`src/rtl/mem_stage_pkg.sv`:
```
// structures: shared pipeline control structs, MEM FSM states and byte-enable constants.
package structures;

    typedef struct packed {
        logic mem_read;
        logic mem_write;
        logic byte_op;
    } struct_MEM;

    typedef struct packed {
        logic reg_write;
        logic mem_to_reg;
    } struct_WB;

    typedef enum logic [1:0] {IDLE, REQ, RESP} mem_state_e;

    localparam logic [7:0] BE_DWORD = 8'hFF;

endpackage

```
`src/rtl/dmem_lane_align.sv`:
```
// dmem_lane_align: byte enables, store-lane replication and load-lane extraction.
// Byte access path is compiled only with MEM_BYTE_ACCESS_EN.
module dmem_lane_align
    import structures::*;
(
    input  logic        byte_op,
    input  logic [2:0]  lane,
    input  logic [63:0] store_data,
    input  logic [63:0] rdata,
    output logic [7:0]  be,
    output logic [63:0] wdata,
    output logic [63:0] load_data
);

`ifdef MEM_BYTE_ACCESS_EN
    always_comb begin
        be        = byte_op ? 8'b1 << lane : BE_DWORD;
        wdata     = byte_op ? {8{store_data[7:0]}} : store_data;
        load_data = byte_op ? {56'b0, rdata[{lane, 3'b000} +: 8]} : rdata;
    end
`else
    logic unused_byte;
    assign unused_byte = ^{byte_op, lane};
    assign be          = BE_DWORD;
    assign wdata       = store_data;
    assign load_data   = rdata;
`endif

endmodule

```
`src/rtl/mem_stage.sv`:
```
// mem_stage: pipeline MEM stage with EX/MEM and MEM/WB registers and a stalling dmem handshake.
// Optional byte loads/stores under MEM_BYTE_ACCESS_EN.
module mem_stage
    import structures::*;
(
    input  logic        clk,
    input  logic        rst,
    input  logic [63:0] ALU_result,
    input  logic [63:0] ALU_B,
    input  logic [4:0]  ex_Rd,
    input  struct_MEM   ex_MEM,
    input  struct_WB    ex_WB,
    output logic        dmem_req,
    input  logic        dmem_ready,
    output logic        dmem_we,
    output logic [63:0] dmem_addr,
    output logic [63:0] dmem_wdata,
    output logic [7:0]  dmem_be,
    input  logic        dmem_rvalid,
    input  logic [63:0] dmem_rdata,
    output logic [63:0] mem_ALU_result,
    output logic [4:0]  mem_Rd,
    output logic        ex_mem_reg_write,
    output logic [4:0]  wb_Rd,
    output logic        mem_wb_reg_write,
    output logic [63:0] id_write_data,
    output logic        mem_stall
);

    struct_MEM   m_mem;
    struct_WB    m_wb;
    logic [63:0] mem_B;
    mem_state_e  state, state_next;
    logic        is_mem, is_store, done, wb_mem_to_reg;
    logic [63:0] wb_alu, wb_load, load_data;

    assign is_mem   = m_mem.mem_read | m_mem.mem_write;
    assign is_store = m_mem.mem_write;

    always_ff @(posedge clk or posedge rst) begin
        if (rst) begin
            mem_ALU_result <= '0;
            mem_B          <= '0;
            mem_Rd         <= '0;
            m_mem          <= '0;
            m_wb           <= '0;
        end else if (!mem_stall) begin
            mem_ALU_result <= ALU_result;
            mem_B          <= ALU_B;
            mem_Rd         <= ex_Rd;
            m_mem          <= ex_MEM;
            m_wb           <= ex_WB;
        end
    end

    always_ff @(posedge clk or posedge rst) begin
        if (rst) state <= IDLE;
        else     state <= state_next;
    end

    // A store completes on acceptance; a load completes on its response.
    always_comb begin
        state_next = state;
        dmem_req   = 1'b0;
        done       = 1'b0;
        case (state)
            IDLE, REQ: begin
                if (is_mem) begin
                    dmem_req = 1'b1;
                    if (dmem_ready) begin
                        done       = is_store;
                        state_next = is_store ? IDLE : RESP;
                    end else begin
                        state_next = REQ;
                    end
                end
            end
            RESP: begin
                if (dmem_rvalid) begin
                    done       = 1'b1;
                    state_next = IDLE;
                end
            end
            default: state_next = IDLE;
        endcase
    end

    assign mem_stall        = is_mem & ~done;
    assign dmem_we          = is_store;
    assign dmem_addr        = mem_ALU_result;
    assign ex_mem_reg_write = m_wb.reg_write;

    dmem_lane_align u_align (
        .byte_op    (m_mem.byte_op),
        .lane       (mem_ALU_result[2:0]),
        .store_data (mem_B),
        .rdata      (dmem_rdata),
        .be         (dmem_be),
        .wdata      (dmem_wdata),
        .load_data  (load_data)
    );

    always_ff @(posedge clk or posedge rst) begin
        if (rst) begin
            mem_wb_reg_write <= 1'b0;
            wb_Rd            <= '0;
            wb_mem_to_reg    <= 1'b0;
            wb_alu           <= '0;
            wb_load          <= '0;
        end else begin
            mem_wb_reg_write <= m_wb.reg_write & ~mem_stall;
            if (!mem_stall) begin
                wb_Rd         <= mem_Rd;
                wb_mem_to_reg <= m_wb.mem_to_reg;
                wb_alu        <= mem_ALU_result;
                wb_load       <= load_data;
            end
        end
    end

    assign id_write_data = wb_mem_to_reg ? wb_load : wb_alu;

endmodule
```
`config.mk`:
```
export PLATFORM = sky130hd
export DESIGN_NAME = mem_stage
export DESIGN_NICKNAME = d
export VERILOG_FILES = /design/src/rtl/mem_stage_pkg.sv /design/src/rtl/dmem_lane_align.sv /design/src/rtl/mem_stage.sv
export SDC_FILE = /design/constraint.sdc
export NUM_CORES = 1
export LEC_CHECK = 0
export CAP_MARGIN = 15
export CORE_MARGIN = 10
export CORE_UTILIZATION = 40
export CTS_CLUSTER_SIZE = 20
export DETAILED_ROUTE_END_ITERATION = 16
export HOLD_SLACK_MARGIN = 0.06
export PLACE_DENSITY = 0.77
export SETUP_SLACK_MARGIN = 0.4
export SYNTH_ARGS = -nofsm -noshare
export SYNTH_HDL_FRONTEND = slang
export SYNTH_SLANG_ARGS = --single-unit
```
`constraint.sdc`:
```
create_clock -name clk -period 9.1 [get_ports clk]
set_input_delay 1.82 -clock clk [delete_from_list [all_inputs] [get_ports clk]]
set_output_delay 1.82 -clock clk [all_outputs]
set_load 0.02 [all_outputs]
```
Yosys cells after proc, flatten, opt, wreduce, memory -nomap -nowiden:

Cells that the tools add are included.

* bits of input ports: 206
* register bits after elaboration: 274

* bitwise gates (word level): 5
* muxes and demuxes: 12
* reduce and logical (&&, ||, !) cells: 3
* equal/unequal tests: 4

Operators by type and width (number)
* 64-bit 2-to-1 mux: 1
* 2-bit 2-to-1 mux: 4
* 1-bit 2-to-1 mux: 5
* 2-bit != test (second input constant): 2
* 2-bit case mux with 2 select lines: 1
* 1-bit AND: 2
* 2-bit by 1-bit equality test with 1-bit output (second input constant): 1
* 2-bit equality test (second input constant): 1
* 2-bit logical NOT: 1
* 1-bit inverter: 2
* 1-bit case mux with 2 select lines: 1
* 2-bit AND reduction: 1
* 2-bit OR reduction: 1
* 1-bit bitwise OR: 1

Longest topological paths before layout:

* depth in word-level cells: 7
* gate-level depth with buffers: 6

Cells and area by module:

Synthesis repeated with hierarchy kept, for this count alone.

* cells, all modules: 871
* area total of the unflattened synthesis: 13190.2 sq um

Modules (own cells, without submodules)
* mem_stage: cells an instance 734, seq. area each 6881.6 sq um, times used 1, area an instance 12165.4 sq um
* dmem_lane_align: cells an instance 137, seq. area each 0.0 sq um, times used 1, area an instance 1024.7 sq um

Worst setup path before layout:

Ideal clock, no wire load.

* kind: input-to-output
* from: in dmem_rvalid
* to: out mem_stall
* data arrival time: 2447 ps
* cell stages on the path: 4
* path slack: 4833 ps
* required time: 7280 ps
* buffers on the path: 2
* cells stage by stage: nand3b_2 o211a_1 buf_6 buf_2

* word-level cells in the longest chain between the ends: 4

RTL lines
* start, declared: line mem_stage.sv:19 `input logic dmem_rvalid,`
* 1-bit 2-to-1 mux: line mem_stage.sv:79 `if (dmem_rvalid) begin`
* 1-bit case mux with 2 select lines: line mem_stage.sv:66 `case (state)`
* 1-bit inverter: line mem_stage.sv:88 `assign mem_stall = is_mem & ~done;`
* 1-bit AND: line mem_stage.sv:88
* end, declared: line mem_stage.sv:27 `output logic mem_stall`

Every way passes these cells.

Worst setup path in the final report:

Ends and elaborated chain as after synthesis.

==> metrics.yaml <==
run_status:
  status: "finished, final reports clean"
timing:
  fmaxAchievable_ghz: 0.178
  hold_viol_final: 0
  finalSetupViolations: 0
  tightestPinTransition_ns: 1.02
  rsz0062_at_grt: "false"
  drv_slew: 0
  period_share_pct: 61.8
  finClkSkew_ns: 0.00788
  slew_headroom_pct: 32.1
  setup_tns_ns: 0
  layout_min_cycle_time_ns: 5.62
run:
  maxCapViolations: 0
grt:
  grt-ovfl-total: 0
  grt_max_degree: 167
  grt_use_total_pct: 17.2
  grt_pass1_vias: 8232
  grt_pass1_wl_mm: 52.6
  antenna_found_initial: 0
synth:
  synthAdderAreaFrac_pct: 0
  synth_top_family_by_area: "multiplexers"
  yosysWarnings: 0
  ys_ff_latch: 274
  yosysUniqueCellTypes: 25
  syn-cell-area_mm2: 0.0123
  yosys.area_share.simple_pct: 0.579
  synth_compound_area_share_pct: 0.447
  seq_area_frac_synth_pct: 55.7
  synth.area.mux_share_pct: 36.2
  synth_xor_area_share_pct: 0
  synth_cells: 736
  avgSynthCellArea_um2: 16.7
placed_design:
  hpwl_mm: 25.3
  gp_congestion: 0.763
  dp.cells: 1511
  portBuffers: 475
worst_setup_path:
  cp_max_fo: 35
  critPathLaunch: "dmem_rvalid"
  worstReg2RegStart: "state[1]$_DFFE_PP0P_"
  worstSetupPathType: "in2out"
  cp-end-kind: "primary output"
  crit_arrival_ns: 3.80
  reg2reg_setup_slack_ns: 5.58
  reg2reg_depth: 5
  worst_ep_required_time_ns: 7.28
  cp-start-kind: "input port"
  r2r_end: "wb_load[60]$_DFFE_PP0N_"
drt:
  drt_pass1_iterations: 4
  drc: 0
  wirelength_mm: 34.5
  vias: 7340
  post_drt_via_cell_ratio: 4.69
  dr.first_iter.drc_count: 232
  final_antenna_net_count: 0
  wire_per_inst_um: 22.1
clock_network:
  cts_tree: "yes"
  hold_buffers: 0
  htreeDepth: 1
  clock-sinks: 274
  path_clk_slew_ns: 0.06
  clockRootBuffer: "clkbuf_16"
  worst_skew_pair.late_latency_ns: 0.54
  clockBufferDepth: 3
  ctsResizeCount: 0
  post_cts_buffers: 0
  cts_buffers: 30
worst_hold_path:
  holdCritStartpoint: "wb_alu[10]$_DFFE_PP0N_"
  hold_end: "wb_alu[10]$_DFFE_PP0N_"
  holdPathStages: 1
  hp-class: "reg2reg"
floorplan:
  die-width_um: 195
  die_h_um: 195
  dieArea_mm2: 0.0382
  core_area_mm2: 0.0305
  start_util_pct: 40.4
  num_rows: 64
  ios: 485
finish:
  drive_above_1_share_pct: 33.6
  antenna_cells: 0
  regArea_mm2: 0.00686
  fin_nets: 1353
  area_growth_pct: 45.0
  multi_input_area_mm2: 0.00463
  fillers: 2370
  final_cells: 1566
power:
  vdd_ir_drop_max_mv: 0.278
  powerDensity_mw_per_mm2: 469
  leakage_nw: 7.88
-- synth_stat cells (all sizes together) --
cell type  instances  share of area, %
or2                1             0.051
nand2              1             0.030
buf              107               6.9
o311a              1             0.081
a21o               1             0.061
o211a              1             0.081
nand3              1             0.041
conb               1             0.030
dfrtp            274                56
a21oi              1             0.041
a211oi             1             0.061
o22ai              1             0.051
nor2b              2              0.10
nand2b             2              0.16
inv                2             0.061
nand4b             1             0.071
nand3b             1             0.091
o2bb2ai            1             0.071
nor2               1             0.030
mux2             333                36
clkbuf             2             0.061
-- cell families after synthesis --
| logic type | count (synthesis) |
|---|---|
| flops | 274 |
| simple gates | 10 |
| mux | 333 |
| compound gates | 7 |
| buf+inv | 111 |
| other cells | 1 |
-- layout by cell type, fill, tap and decap left out, drive strengths merged, types with 2 or more instances in the layout --
master,n
mux2,333
clkbuf,49
clkdlybuf4s50,475
nor2b,2
dfrtp,274
buf,6
nand2b,2
bufinv,2
conb,8
clkinv,4
-- worst max path at each step --
stage,endpoint,slack [ns]
6_report,mem_stall,3.48
4_1_cts,mem_stall,3.47
2_1_floorplan,dmem_addr[0]$_DFFE_PP0N_,3.66
5_1_grt,mem_stall,3.43
3_5_place_dp,mem_stall,3.47
3_3_place_gp,mem_stall,3.50
-- critical path, cell delays in order --
cell and delay (ns):
clkdlybuf4s50_1 0.44, nand3b_2 0.16, o211a_4 0.62, clkdlybuf4s50_1 0.74
-- report_power, final --
| group | internal (mW) | switching [mW] | leakage (nW) |
|---|---|---|---|
| clock | 0.773 | 0.480 | 0.519 |
| combinational | 2.70 | 2.02 | 4.16 |
| sequential | 1.87 | 0.528 | 3.20 |
| total | 5.34 | 3.03 | 7.88 |
-- area by class of cell --
| class | count | area share (%) |
|---|---|---|
| inverter | 2 | 0.0630 |
| clock inverter | 6 | 0.448 |
| tap | 396 | 2.77 |
| timing repair buffer | 481 | 27.0 |
| clock buffer | 49 | 5.39 |
| multi-input combinational | 358 | 25.9 |
| sequential | 274 | 38.4 |
-- layer usage --
layer / vias up / GRT usage, % / wire [um]
met5: - / 0 / 0
met4: 0 / 2.94 / 509
met3: 32 / 6.94 / 3410
met2: 296 / 29.7 / 17300
met1: 3691 / 20.0 / 13400
li1: 3321 / - / -
-- per-stage QoR --
step	total power, mW	setup slack, ns	instance area (um2)	util [%]	hold WS [ns]
after floorplan	5.49	3.66	12300	-	0.474
after global placement	7.09	3.50	16800	55.1	0.482
after detailed placement	7.17	3.47	16800	55.1	0.488
after CTS	8.47	3.47	17900	58.5	0.502
after global routing	8.78	3.43	17900	58.5	0.511
final	8.37	3.48	17900	58.5	0.499
Note: power is estimated with default switching activity, not from simulation.
